==> config.mk <==
export PLATFORM = sky130hd
export DESIGN_NAME = counter_seq_monitor
export DESIGN_NICKNAME = d
export VERILOG_FILES = /design/src/rtl/counter_seq_monitor_pkg.sv /design/src/rtl/counter_seq_monitor_sat_counter.sv /design/src/rtl/counter_seq_monitor.sv
export SDC_FILE = /design/constraint.sdc
export NUM_CORES = 1
export LEC_CHECK = 0
export CAP_MARGIN = 20
export CORE_MARGIN = 5
export CORE_UTILIZATION = 40
export CTS_CLUSTER_DIAMETER = 150
export CTS_CLUSTER_SIZE = 20
export DETAILED_ROUTE_END_ITERATION = 8
export GPL_TIMING_DRIVEN = 0
export PLACE_DENSITY_LB_ADDON = 0.25
export SLEW_MARGIN = 20
export SYNTH_ARGS = -nofsm -noshare
export SYNTH_HDL_FRONTEND = slang
export SYNTH_HIERARCHICAL = 1
export SYNTH_SLANG_ARGS = --single-unit
==> constraint.sdc <==
create_clock -name clk -period 4.5 [get_ports clk]
set_input_delay 0.9 -clock clk [delete_from_list [all_inputs] [get_ports clk]]
set_output_delay 0.9 -clock clk [all_outputs]
set_load 0.01 [all_outputs]
==> src/rtl/counter_seq_monitor_pkg.sv <==
// Shared types and defaults for the counter sequence monitor.
// State encoding is fixed; the unused code 2'b11 behaves as IDLE.
package counter_mon_pkg;

  localparam int unsigned DEFAULT_WIDTH     = 2;
  localparam int unsigned DEFAULT_CNT_WIDTH = 4;

  typedef enum logic [1:0] {
    IDLE  = 2'b00,
    TRACK = 2'b01,
    ERROR = 2'b10
  } mon_state_t;

endpackage

==> src/rtl/counter_seq_monitor_sat_counter.sv <==
// Saturating up-counter with synchronous reset and soft clear.
module sat_counter #(
  parameter int unsigned WIDTH = 4
) (
  input  logic             clk,
  input  logic             reset,
  input  logic             clear,
  input  logic             inc,
  output logic [WIDTH-1:0] count
);

  always_ff @(posedge clk) begin
    if (reset || clear) begin
      count <= '0;
    end else if (inc && (count != '1)) begin
      count <= count + 1'b1;
    end
  end

endmodule

==> src/rtl/counter_seq_monitor.sv <==
// Locks onto a free-running counter, checks +1 progression each enabled
// sample, counts wraps and latches diagnostics on the first break.
module counter_seq_monitor
  import counter_mon_pkg::*;
#(
  parameter int unsigned WIDTH     = DEFAULT_WIDTH,
  parameter int unsigned CNT_WIDTH = DEFAULT_CNT_WIDTH
) (
  input  logic                 clk,
  input  logic                 reset,
  input  logic [WIDTH-1:0]     counter_in,
  input  logic                 en_in,
  input  logic                 clear,
  output logic                 locked,
  output logic                 wrap_pulse,
  output logic [CNT_WIDTH-1:0] wrap_count,
  output logic                 seq_error,
  output logic [WIDTH-1:0]     err_expected,
  output logic [WIDTH-1:0]     err_got
);

  mon_state_t       state;
  logic [WIDTH-1:0] prev;
  logic [WIDTH-1:0] exp_val;
  logic             seq_ok;
  logic             wrap_hit;

  assign exp_val  = prev + 1'b1;
  assign seq_ok   = (counter_in == exp_val);
  // Wrap is a good sample whose predecessor was the maximum value.
  assign wrap_hit = en_in && (state == TRACK) && seq_ok && (prev == '1);

  sat_counter #(
    .WIDTH (CNT_WIDTH)
  ) u_wrap_cnt (
    .clk   (clk),
    .reset (reset),
    .clear (clear),
    .inc   (wrap_hit),
    .count (wrap_count)
  );

  always_ff @(posedge clk) begin
    if (reset || clear) begin
      state        <= IDLE;
      prev         <= '0;
      err_expected <= '0;
      err_got      <= '0;
      locked       <= 1'b0;
      seq_error    <= 1'b0;
      wrap_pulse   <= 1'b0;
    end else begin
      wrap_pulse <= 1'b0;
      case (state)
        TRACK: begin
          if (en_in) begin
            if (seq_ok) begin
              prev       <= counter_in;
              wrap_pulse <= wrap_hit;
            end else begin
              err_expected <= exp_val;
              err_got      <= counter_in;
              state        <= ERROR;
              locked       <= 1'b0;
              seq_error    <= 1'b1;
            end
          end
        end
        ERROR: begin
        end
        default: begin
          if (en_in) begin
            prev   <= counter_in;
            state  <= TRACK;
            locked <= 1'b1;
          end
        end
      endcase
    end
  end

endmodule

==> flow_metrics.env, run 1 <==
export IMPL_outcome="complete, no violations"
export IMPL_cts_hold_buf=0
export IMPL_num_antenna_cells=0
export IMPL_synth_adder_area_share_pct=3.88
export IMPL_cp_end_kind="flip-flop"
export IMPL_insertion_delay_ns=0.28
export IMPL_hold_class="reg2reg"
export IMPL_cp_start_kind="primary input"
export IMPL_viasPerCell=5.25
export IMPL_yosys_mux_area_fraction_pct=7.75
export IMPL_drive_gt1_share_pct=12.5
export IMPL_synth_distinct_cells=28
export IMPL_fin_cells=104
export IMPL_grt_usage_pct=11.8
export IMPL_tritoncts="built"
export IMPL_drc=0
export IMPL_wl_microns=1290
export IMPL_grt_max_degree=10
export IMPL_slew_headroom_pct=70.8
export IMPL_cp_data_required_time_ns=4.67
export IMPL_coreArea_sq_um=1520
export IMPL_synthXorXnorAreaFrac_pct=2.71
export IMPL_synth_cells=68
export IMPL_drt_pre_antenna_iters=3
export IMPL_cp_arrival_ns=2.59
export IMPL_setup_tns_final_ns=0
export IMPL_vdd_drop_max_mv=0.209
export IMPL_clock_sinks=14
export IMPL_dp_slack_ns=1.78
export IMPL_hold_start="seq_error"
export IMPL_numCtsBuffers=3
export IMPL_htree_levels=1
export IMPL_io_pins=17
export IMPL_p_comb_share_pct=9.7
export IMPL_postCtsSetupRepairBufs=0
export IMPL_rsz0062_at_grt="no"
export IMPL_period_share_pct=53.8
export IMPL_dp_hpwl_microns=971
export IMPL_power_leakage_uw=0.000316
export IMPL_antenna_found_initial=0
export IMPL_drv_slew=0
export IMPL_finalHoldViolations=0
export IMPL_synth_main_ff_cell="dfxtp_1"
export IMPL_worstSetupPathType="in2reg"
export IMPL_worst_pin_slew_ns=0.434
export IMPL_swShare_pct=23.1
export IMPL_setup_violations=0
export IMPL_rows=14
export IMPL_clkPwrFrac_pct=37.7
export IMPL_syn_area_per_cell_sq_um=9.49
export IMPL_yosys_warnings=6
export IMPL_num_vias=546
export IMPL_synth_top_family_by_area="simple AND/OR/NAND/NOR gates"
export IMPL_syn_to_final_growth_pct=33.5
export IMPL_grt_pass1_wl_microns=2280
export IMPL_startpoint="counter_in[1]"
export IMPL_synth_compound_area_share_pct=18.8
export IMPL_post_place_cells=100
export IMPL_ctsResizeCount=0
export IMPL_overflow=0
export IMPL_drt_iter0_drc=3
export IMPL_die_area_sq_um=2520
export IMPL_clock_fmax_mhz=413
export IMPL_pwr_share_seq_pct=52.5
export IMPL_root_buffer="clkbuf_4"
export IMPL_wl_per_cell_microns=12.4
export IMPL_die_width_microns=50.2
export IMPL_yosys_area_share_simple_pct=21.1
export IMPL_gp_congestion=0.817
export IMPL_syn_nets=76
export IMPL_start_util_pct=42.4
export IMPL_clk_pin_slew_ns=0.08
export IMPL_fin_nets=97
export IMPL_syn_area_sq_um=646
export IMPL_postRouteAntennaNets=0
export IMPL_reg2reg_from="prev[0]"
export IMPL_synth_ff_latch_count=14
export IMPL_powerDensity_nw_per_um2=280
export IMPL_fin_util_pct=56.6
export IMPL_synthTopCellsByArea="dfxtp_1 (43%), mux2i_1 (7.8%), nor2_1 (5.8%)"
export IMPL_yosysSeqAreaShare_pct=43.4
export IMPL_fin_crit_ns=2.42
export IMPL_synth_top_cell_by_area="dfxtp_1"
export IMPL_p_int_uw=185
export IMPL_grt_pass1_vias=517
export IMPL_clock_skew_ns=0.000555
export IMPL_synth_edff_count=0
export IMPL_chipHeight_microns=50.2
export IMPL_synth_top_area_share_pct=43.4
export IMPL_cap_violations=0
export IMPL_crit_path_max_fanout=5
export IMPL_ys_async_sr_fraction_pct=0
export IMPL_p_sw_uw=55.6
export IMPL_port_buffers=16
export IMPL_setup_slack_ns=2.08
export IMPL_clk_path_buf_depth=2
[power by group through the flow]
stage / Sequential, uW / Clock, uW / Combinational [uW]
floorplan: 130 / 0 / 12.7
global placement: 129 / 0 / 23.0
detailed placement: 130 / 0 / 23.5
CTS: 127 / 92.3 / 23.5
global route: 127 / 99.9 / 26.2
finish: 127 / 91.0 / 23.4
[synth_stat cells (all sizes together) (2+ instances only)]
cell type	count
mux2i	5
o21ai	3
a211oi	3
nand2	5
a21oi	5
ha	2
inv	2
dfxtp	14
nand3	2
nor2	10
[worst paths after layout]
check             slack (ns)  cells past startpoint                   to
hold reg to reg         0.49                      2            seq_error
hold / removal          0.49                      2            seq_error
setup reg to reg        2.52                      6  u_wrap_cnt/count[3]
setup / recovery        2.08                      6  u_wrap_cnt/count[3]
[worst max-delay path, cell delays in order]
cell	delay [ns]
clkdlybuf4s50_1	0.46
xnor2_1	0.41
and4_2	0.39
nand4_1	0.17
o211ai_2	0.18
o41ai_2	0.08
[logic make-up after synthesis]
logic type | Yosys count
compound gates | 15
flops | 14
fa+ha+maj | 2
mux | 5
xor+xnor | 2
simple gates | 26
buf+inv | 4
[final cells by class]
| cell class | instances | area (sq um) |
|---|---|---|
| fill | 141 | 662 |
| inverter | 2 | 7.51 |
| timing repair buffer | 16 | 160 |
| clock buffer | 4 | 36.3 |
| sequential | 14 | 280 |
| buffer | 2 | 7.51 |
| tap | 16 | 20.0 |
| multi-input combinational | 50 | 350 |
[layout by cell type, fill, tap and decap left out, types with 2 or more instances in the layout]
master           netlist  routed
inv_1                  2       2
dfxtp_1               14      14
nand3_1                2       2
clkdlybuf4s50_1        0      16
o21ai_0                3       3
a21oi_1                5       5
clkbuf_4               0       3
nand2_1                5       5
ha_1                   2       2
a211oi_1               2       2
mux2i_1                5       5
nor2_1                10      10
[state kept, by name (all words and copies together) (netlist names)]
name / cells
state: 2
u_wrap_cnt/count: 4
err_got: 2
prev: 2
seq_error: 1
err_expected: 2
wrap_pulse: 1
[routing by layer]
metal,up-vias,wire [microns],global-route usage (%)
met5,-,0,0
met4,0,18,7.86
met3,2,84,4.14
met2,12,594,18.2
met1,249,589,13.6
li1,283,-,-
[through the flow]
step | hold WS [ns] | area, sq um | power [uW]
3_3_place_gp | 0.457 | 826 | 153
2_1_floorplan | 0.458 | 646 | 142
4_1_cts | 0.495 | 862 | 242
6_report | 0.494 | 862 | 241
5_1_grt | 0.542 | 862 | 253
3_5_place_dp | 0.477 | 826 | 153
(Power assumes the default switching activity.)
==> run 2, diff against run 1 <==
clock period = 2.5 ns   (was 4.5 ns; I/O delays follow)
==> results of run 2 <==
Same layout as run 1 (identical final DEF). Status: complete, no violations.
Among the figures that moved: setup slack after placement 1.78 ns -> 0.185 ns; setup slack after layout 2.08 ns -> 0.480 ns; register-to-register setup slack 2.52 ns -> 0.52 ns; total power 241 uW -> 434 uW; worst IR drop on VDD 0.209 mV -> 0.376 mV
